### config.mk
export PLATFORM = sky130hd
export DESIGN_NAME = pc_redirect_ctrl
export DESIGN_NICKNAME = d
export VERILOG_FILES = /design/src/rtl/pc_redirect_ctrl_pkg.sv /design/src/rtl/redirect_prio_sel.sv /design/src/rtl/pc_redirect_ctrl.sv
export SDC_FILE = /design/constraint.sdc
export NUM_CORES = 1
export LEC_CHECK = 0
export CORE_ASPECT_RATIO = 0.9
export CORE_MARGIN = 8
export CORE_UTILIZATION = 35
export CTS_BUF_LIST = sky130_fd_sc_hd__clkbuf_8
export CTS_CLUSTER_DIAMETER = 40
export DETAILED_ROUTE_END_ITERATION = 6
export GPL_ROUTABILITY_DRIVEN = 0
export PLACE_DENSITY = 0.76
export SLEW_MARGIN = 20
export SYNTH_ARGS = -nofsm -noshare
export SYNTH_HDL_FRONTEND = slang
export SYNTH_HIERARCHICAL = 1
export SYNTH_SLANG_ARGS = --single-unit
### constraint.sdc
create_clock -name clk -period 10 [get_ports clk]
set_clock_uncertainty 0.2 [all_clocks]
set_input_delay 2.5 -clock clk [delete_from_list [all_inputs] [get_ports clk]]
set_output_delay 2.5 -clock clk [all_outputs]
set_load 0.005 [all_outputs]
### src/rtl/pc_redirect_ctrl_pkg.sv
// pc_redirect_ctrl_pkg: shared redirect source/state encodings and hold threshold for pc_redirect_ctrl
package pc_redirect_ctrl_pkg;
  typedef enum logic [1:0] {
    REDIR_NONE = 2'd0,
    REDIR_EX   = 2'd1,
    REDIR_INT  = 2'd2,
    REDIR_BP   = 2'd3
  } redir_src_t;
  typedef enum logic [1:0] {
    PC_CTL_IDLE  = 2'd0,
    PC_CTL_PEND  = 2'd1,
    PC_CTL_FLUSH = 2'd2
  } pc_ctl_state_t;
  localparam logic [2:0] HOLD_PC = 3'b001;
  function automatic logic [1:0] src_rank(input redir_src_t s);
    return s == REDIR_EX ? 2'd2 : s == REDIR_INT ? 2'd1 : 2'd0;
  endfunction
endpackage

### src/rtl/redirect_prio_sel.sv
// redirect_prio_sel: combinational two-way selector, input a beats input b
module redirect_prio_sel
  import pc_redirect_ctrl_pkg::*;
#(
  parameter int ADDR_W = 32
) (
  input  logic              a_valid,
  input  logic [ADDR_W-1:0] a_addr,
  input  redir_src_t        a_src,
  input  logic              b_valid,
  input  logic [ADDR_W-1:0] b_addr,
  input  redir_src_t        b_src,
  output logic              valid,
  output logic [ADDR_W-1:0] addr,
  output redir_src_t        src
);
  assign valid = a_valid || b_valid;
  assign addr  = a_valid ? a_addr : b_valid ? b_addr : '0;
  assign src   = a_valid ? a_src : b_valid ? b_src : REDIR_NONE;
endmodule

### src/rtl/pc_redirect_ctrl.sv
// pc_redirect_ctrl: arbitrates EX/INT/BP redirects into pc_reg, pends across ibus stalls, flushes after jumps
module pc_redirect_ctrl
  import pc_redirect_ctrl_pkg::*;
#(
  parameter int ADDR_W       = 32,
  parameter int FLUSH_CYCLES = 2
) (
  input  logic              clk,
  input  logic              rst,
  input  logic              jtag_reset_flag_i,
  input  logic              ex_jump_flag_i,
  input  logic [ADDR_W-1:0] ex_jump_addr_i,
  input  logic              int_flag_i,
  input  logic [ADDR_W-1:0] int_addr_i,
  output logic              int_ack_o,
  input  logic              bp_valid_i,
  input  logic [ADDR_W-1:0] bp_addr_i,
  input  logic [2:0]        hold_flag_i,
  input  logic              ibus_ready_i,
  output logic              jump_flag_o,
  output logic [ADDR_W-1:0] jump_addr_o,
  output logic              isbranch_o,
  output logic [ADDR_W-1:0] branch_addr_o,
  output logic              flush_o,
  output logic [1:0]        redirect_src_o,
  output logic              pend_o
);
  localparam int CW = $clog2(FLUSH_CYCLES + 1);
  localparam logic [CW-1:0] CNT_LOAD = CW'(FLUSH_CYCLES);
  pc_ctl_state_t state, state_nx;
  logic [CW-1:0] cnt, cnt_nx;
  logic [ADDR_W-1:0] pend_addr, pend_addr_nx, live_addr, sel_addr;
  redir_src_t pend_src, pend_src_nx, live_src, sel_src;
  logic en, in_pend, live_v, ovr_v, sel_v, present, capture, bp_take;
  redirect_prio_sel #(.ADDR_W(ADDR_W)) u_live (
    .a_valid(ex_jump_flag_i), .a_addr(ex_jump_addr_i), .a_src(REDIR_EX),
    .b_valid(int_flag_i),     .b_addr(int_addr_i),     .b_src(REDIR_INT),
    .valid(live_v), .addr(live_addr), .src(live_src)
  );
  assign in_pend = state == PC_CTL_PEND;
  assign ovr_v   = live_v && (!in_pend || src_rank(live_src) >= src_rank(pend_src));
  redirect_prio_sel #(.ADDR_W(ADDR_W)) u_merge (
    .a_valid(ovr_v),   .a_addr(live_addr), .a_src(live_src),
    .b_valid(in_pend), .b_addr(pend_addr), .b_src(pend_src),
    .valid(sel_v), .addr(sel_addr), .src(sel_src)
  );
  assign en             = rst && !jtag_reset_flag_i;
  assign present        = en && sel_v && ibus_ready_i;
  assign capture        = en && sel_v && !ibus_ready_i;
  assign bp_take        = en && bp_valid_i && !live_v && state == PC_CTL_IDLE && ibus_ready_i && hold_flag_i < HOLD_PC;
  assign jump_flag_o    = present;
  assign jump_addr_o    = present ? sel_addr : '0;
  assign isbranch_o     = bp_take;
  assign branch_addr_o  = bp_take ? bp_addr_i : '0;
  assign redirect_src_o = present ? sel_src : bp_take ? REDIR_BP : REDIR_NONE;
  assign flush_o        = en && state == PC_CTL_FLUSH;
  assign pend_o         = capture;
  assign int_ack_o      = en && ovr_v && live_src == REDIR_INT;
  // next state: soft reset clears, presenting starts a flush window, stalls pend the winner
  always_comb begin
    state_nx     = state;
    cnt_nx       = cnt;
    pend_addr_nx = pend_addr;
    pend_src_nx  = pend_src;
    if (jtag_reset_flag_i) begin
      state_nx     = PC_CTL_IDLE;
      cnt_nx       = '0;
      pend_addr_nx = '0;
      pend_src_nx  = REDIR_NONE;
    end else if (present) begin
      state_nx     = PC_CTL_FLUSH;
      cnt_nx       = CNT_LOAD;
      pend_addr_nx = '0;
      pend_src_nx  = REDIR_NONE;
    end else if (capture) begin
      state_nx     = PC_CTL_PEND;
      cnt_nx       = '0;
      pend_addr_nx = sel_addr;
      pend_src_nx  = sel_src;
    end else if (state == PC_CTL_FLUSH) begin
      cnt_nx   = cnt - 1'b1;
      state_nx = cnt == CW'(1) ? PC_CTL_IDLE : PC_CTL_FLUSH;
    end
  end
  // state register with asynchronous active-low reset
  always_ff @(posedge clk or negedge rst) begin
    if (!rst) begin
      state     <= PC_CTL_IDLE;
      cnt       <= '0;
      pend_addr <= '0;
      pend_src  <= REDIR_NONE;
    end else begin
      state     <= state_nx;
      cnt       <= cnt_nx;
      pend_addr <= pend_addr_nx;
      pend_src  <= pend_src_nx;
    end
  end
endmodule

==> results of run 1 <==
-- per-stage QoR --
stage / hold WS [ns] / power (mW) / util, % / setup slack [ns] / cells
floorplan: 0.267 / 0.218 / - / 2.53 / 289
global placement: 0.283 / 0.272 / 56.4 / 1.13 / 539
detailed placement: 0.284 / 0.274 / 56.4 / 1.06 / 539
CTS: 0.307 / 0.403 / 57.7 / 1.05 / 547
global route: 0.320 / 0.418 / 57.8 / 0.730 / 547
finish: 0.302 / 0.399 / 57.8 / 1.06 / 547
-- sequential cells by signal (all words and copies together), names as in the netlist --
name,cells
pend_addr,32
cnt,2
pend_src,2
state,2
-- synth_stat cells (all sizes together) (3+ instances only) --
library cell	count	area share [%]
buf	28	9.9
a22o	98	30
nand2	9	1.2
o21ai	5	0.86
dfrtp	38	33
a21oi	4	0.82
nand2b	4	1.1
ha	3	1.3
inv	3	0.39
and2	66	14
nor2b	8	2.2
-- path summary, 6_finish.rpt --
check / start / end / slack, ns / depth (start not counted)
setup / recovery: ex_jump_flag_i / redirect_src_o[1] / 1.06 / 12
hold / removal: pend_addr[15] / pend_addr[15] / 0.30 / 1
setup reg to reg: pend_src[1] / pend_addr[1] / 7.09 / 7
hold reg to reg: pend_addr[15] / pend_addr[15] / 0.30 / 1
max in group asynchronous: rst / pend_addr[2] / 7.12 / 2
min in group asynchronous: rst / cnt[0] / 2.09 / 2
-- cell families after synthesis --
| kind of cell | count (synthesis) | share of synthesized area [%] |
|---|---|---|
| adders and majority gates | 3 | 1.29 |
| DFF | 38 | 32.8 |
| and+or+nand+nor | 98 | 21.7 |
| buffers and inverters | 33 | 10.5 |
| muxes | 3 | 1.12 |
| AOI/OAI and AO/OA | 109 | 32.0 |
| other | 2 | 0.259 |
| xor gates and xnor gates | 1 | 0.302 |
-- critical path, cell delays in order --
cell and delay (ns):
clkdlybuf4s50_1 0.68, nor2b_4 0.22, a22o_1 0.18, nand2b_1 0.09
ha_1 0.28, o21ai_0 0.35, a21oi_4 0.09, buf_4 0.28
nor2b_4 0.65, a22o_1 0.24, mux2_2 0.15, clkdlybuf4s50_1 0.51
-- final cells by class --
| cell class | instances | area (um2) |
|---|---|---|
| clock buffers | 5 | 68.8 |
| clock inverters | 3 | 37.5 |
| fillers | 725 | 3410 |
| inverters | 3 | 11.3 |
| multi-input cells | 218 | 1670 |
| flip-flops and latches | 38 | 951 |
| well taps | 99 | 124 |
| repair buffers | 181 | 1790 |
-- routing by layer --
metal  global-route usage (%)  wire [um]  up-vias
met4                     3.42         49        0
met1                     20.2       4180     1346
met3                     4.67        655        5
met2                     29.4       4830       98
met5                        0          0        -
li1                         -          -     1375
-- power by group --
group          internal [mW]  switching, mW
Sequential             0.158        0.00313
Combinational         0.0677         0.0415
Clock                 0.0727         0.0555
==> run summary, run 1 <==
Number of buffers between clock root and the deepest sink = 2
Overall routing resource usage = 16.7%
Max-cap viol count = 0
Critical path class = in -> out
Final setup violating endpoints = 0
Antenna Nets Post-Route = 0
Total number of H-tree levels = 2
Vias in the first global route = 2926
Root Buffer = clkbuf_8
Number of CTS-inserted buffers = 5
Area of the die = 11500 um2
Number of cell rows = 31
Standby leakage power = 1.96 nW
Setup repair after global routing missed its margin = no
Total iterations of the first detailed-routing run = 4
Post-route cell area = 4660 um2
Antenna Diode Count = 0
Commonest non-fill, non-tap cell in the layout = clkdlybuf4s50_1
Portion of the post-synthesis area used by sequential elements = 32.8%
Top library cells by usage in the layout, fill and taps aside = clkdlybuf4s50_1, a22o_1, and2_1, dfrtp_1, nand2_1
Result of the run = finished clean
Data arrival time at the worst-slack endpoint = 6.24 ns
Post-synthesis instance total = 287
Worst-Skew Late Latency = 0.29 ns
Number of buffers inserted by post-CTS setup repair = 0
CTS clk-pin slew, worst paths = 0.08 ns
Post-cts repair resize count = 0
Worst endpoint required time = 7.30 ns
Pin count of the biggest net entering global routing = 45
I/O Buffers = 176
Ratio of routed vias to standard cells = 5.16
Number of antenna violations at the first check in global routing = 0
Hold crit path type = reg -> reg
Total congestion overflow after global routing = 0
Max-slew headroom at the worst pin = 36.3%
Startpoint kind of the worst setup timing path = input port
Clk sink count = 38
Global-route wire length before repair = 15500 um
Count of vias placed by the detailed router = 2824
Total I/O pin count = 177
Flops & latches, synth = 38
Routed length per placed instance = 17.7 um
Horizontal die dimension = 112 um
Remaining DRCs = 0
Placement Cell Area = 4550 um2
Count of hold buffers inserted by post-cts repair = 0
Area overhead of the layout relative to synthesis = 60.6%
Post-synthesis instance area = 2900 um2
DPL Wire Length = 7330 um
Distinct cell type count of the synthesized netlist = 32
Actual slew at the worst max-slew pin = 0.954 ns
Worst Setup End Kind = primary output
Number of pins exceeding their max-slew limit in the final report = 0
Highest clock frequency the design can meet = 112 MHz
TritonCTS clock tree = done
YS warnings = 6
Setup tns final = 0 ns
Primary FF master, synth = dfrtp_1
Post-synth EDFFs = 0
Layout cells sized above 1 = 6.47%
Layout Nets = 556
Power density relative to cell area = 85.6 nW/um2
Async S/R FF share, synth = 100%
Floorplan die height = 102 um
Core outline area = 8070 um2
Total detailed-routing wirelength = 9710 um
Initial core utilization = 36.0%
Hold Vio Cnt, Final = 0
IR drop worst, VDD = 0.0523 mV
Mean instance size in the synthesized netlist = 10.1 um2
Portion of the clock cycle consumed by the worst path in the final layout = 89.4%
1st-iter DRT viols = 137
Min Tclk post-route = 8.94 ns
Largest fanout on the critical path = 37
No activity file was read; power rests on OpenSTA's default activity.
==> inputs of run 2 (changes only) <==
Settings changed: CORE_MARGIN 8 to 2.
==> run summary, run 2 (synthesis gave the netlist of run 1 again) <==
Result of the run = finished clean
Utilization of the core after routing = 57.8% (+0.092 points)
Crit path buffers/inverters = 3 (unchanged)
Part of the power in combinational logic = 28.9% (+1.5 points)
Final setup violating endpoints = 0 (unchanged)
Data arrival time at the worst-slack endpoint = 6.34 ns (+0.10 ns)
Flop pwr share = 42.9% (+2.4 points)
Worst endpoint required time = 7.30 ns (about the same)
Hold Vio Cnt, Final = 0 (unchanged)
Sequential cell area = 951 um2 (unchanged)
Worst-Skew Late Latency = 0.28 ns (about the same)
Standby leakage power = 1.95 nW (-0.43%)
Top library cells by usage in the layout, fill and taps aside = clkdlybuf4s50_1, a22o_1, and2_1, dfrtp_1, nand2_1
Count of hold buffers inserted by post-cts repair = 0 (unchanged)
Largest register FFs = 32 (unchanged)
Actual slew at the worst max-slew pin = 0.963 ns (+0.00920 ns)
Antenna Diode Count = 0 (unchanged)
IR drop worst, VDD = 0.0669 mV (+28%)
Number of cell rows = 31 (unchanged)
DPL Wire Length = 6220 um (-15%)
Number of buffers inserted by post-CTS setup repair = 0 (unchanged)
Antenna Nets Post-Route = 0 (unchanged)
Count of vias placed by the detailed router = 2822 (-0.071%)
Power spent charging and discharging nets = 95.5 uW (-4.6%)
Layout Nets = 556 (unchanged)
Biggest register = pend_addr
Core outline area = 8030 um2 (-0.48%)
Net Sw Frac = 25.4% (+0.29 points)
Largest fanout on the critical path = 37 (unchanged)
Internal power contribution = 281 uW (-6.0%)
Multi-input combinational cell area = 1670 um2 (unchanged)
Critical path class = in -> out
Post-layout worst setup margin = 0.960 ns (-0.104 ns)
Worst path max stage delay = 0.71 ns (+0.03 ns)
Worst Setup End Kind = primary output
I/O Buffers = 176 (unchanged)
Commonest non-fill, non-tap cell in the layout = clkdlybuf4s50_1
Total iterations of the first detailed-routing run = 4 (unchanged)
Total congestion overflow after global routing = 0 (unchanged)
Layout cells sized above 1 = 6.70% (+0.22 points)
Hold crit path type = reg -> reg
Power density relative to cell area = 81.0 nW/um2 (-5.4%)
Root Buffer = clkbuf_8
1st-iter DRT viols = 111 (-19%)
Horizontal die dimension = 100 um (-11%)
Remaining DRCs = 0 (unchanged)
Min Tclk post-route = 9.04 ns (+0.104 ns)
Total number of H-tree levels = 2 (unchanged)
Max-slew headroom at the worst pin = 35.7% (-0.61 points)
Number of fill cells in the layout = 727 (+0.28%)
Initial core utilization = 36.1% (+0.17 points)
CTS clk-pin slew, worst paths = 0.07 ns (about the same)
Setup tns final = 0 ns (unchanged)
Overall routing resource usage = 18.6% (+1.9 points)
Routed length per placed instance = 15.7 um (-12%)
Global-route wire length before repair = 13900 um (-10%)
Worst slack at placement = 0.921 ns (-0.142 ns)
Highest clock frequency the design can meet = 111 MHz (-1.1%)
Cells traversed along the worst timing path = clkdlybuf4s50_1 > nand2_1 > o21ai_0 > nand2b_1 > ha_1 > o21ai_0 > a21oi_4 > buf_4 > nor2b_4 > a22o_1 > mux2_2 > clkdlybuf4s50_1
Dominant delay contributor by cell family on the critical path = buffers and inverters
Clock power share = 28.1% (-4.0 points)
Number of antenna violations at the first check in global routing = 0 (unchanged)
Clk sink count = 38 (unchanged)
TritonCTS clock tree = done
Startpoint kind of the worst setup timing path = input port
Number of pins exceeding their max-slew limit in the final report = 0 (unchanged)
Floorplan die height = 90.4 um (-12%)
Ratio of routed vias to standard cells = 5.16 (about the same)
Total detailed-routing wirelength = 8570 um (-12%)
Number of CTS-inserted buffers = 5 (unchanged)
Max-cap viol count = 0 (unchanged)
Post-cts repair resize count = 0 (unchanged)
Number of buffers between clock root and the deepest sink = 2 (unchanged)
Vias in the first global route = 2821 (-3.6%)
Setup repair after global routing missed its margin = no
Area of the die = 9040 um2 (-21%)
Portion of the clock cycle consumed by the worst path in the final layout = 90.4% (+1.0 points)
Area overhead of the layout relative to synthesis = 60.1%
Total I/O pin count = 177 (unchanged)
Pin count of the biggest net entering global routing = 45 (unchanged)
Crit path max-delay cell type = clkdlybuf4s50_1
Total power after layout = 376 uW (-5.7%)
[run 2: cell type report]
class                      instances  share of cell area (%)
clock inverter                     2                   0.189
timing repair buffer             181                    38.6
sequential                        38                    20.5
multi-input combinational        218                    36.0
clock buffer                       6                    1.78
tap                               99                    2.67
inverter                           3                   0.242
[run 2: power groups by stage]
stage                     combinational (mW)  sequential [mW]  clock, mW
after global placement                 0.108            0.164          0
after CTS                              0.110            0.161      0.109
after floorplan                       0.0543            0.164          0
after global routing                   0.119            0.162      0.116
final                                  0.109            0.161      0.106
after detailed placement               0.109            0.164          0
[run 2: final timing paths]
| check | startpoint | end | slack, ns | depth (start not counted) |
|---|---|---|---|---|
| min in group asynchronous | rst | cnt[0] | 2.09 | 2 |
| max in group asynchronous | rst | pend_addr[10] | 7.12 | 2 |
| max | ex_jump_flag_i | redirect_src_o[1] | 0.96 | 12 |
| min reg2reg | pend_addr[11] | pend_addr[11] | 0.30 | 1 |
| max reg2reg | pend_src[1] | pend_addr[1] | 7.06 | 7 |
| min | pend_addr[11] | pend_addr[11] | 0.30 | 1 |
[run 2: worst register-to-register path: cells and delay by family, from the launching register on]
| kind | cells | cell delay, ns |
|---|---|---|
| AOI/OAI and AO/OA | 4 | 1.53 |
| and+or+nand+nor | 2 | 0.49 |
| DFF | 1 | 0.40 |
| adders and majority gates | 1 | 0.26 |
[run 2: through the flow]
step           std cells  cell area [um2]  hold WS [ns]
2_1_floorplan        289             2910         0.267
3_3_place_gp         539             4550         0.284
3_5_place_dp         539             4550         0.283
4_1_cts              547             4640         0.307
5_1_grt              547             4640         0.319
6_report             547             4640         0.304
[run 2: per-layer routing]
| metal | track usage [%] | wire length (um) | vias to the layer above |
|---|---|---|---|
| li1 | - | - | 1374 |
| met1 | 24.6 | 3760 | 1350 |
| met2 | 31.9 | 4280 | 96 |
| met3 | 4.33 | 523 | 2 |
| met4 | 2.28 | 10 | 0 |
| met5 | 0 | 0 | - |
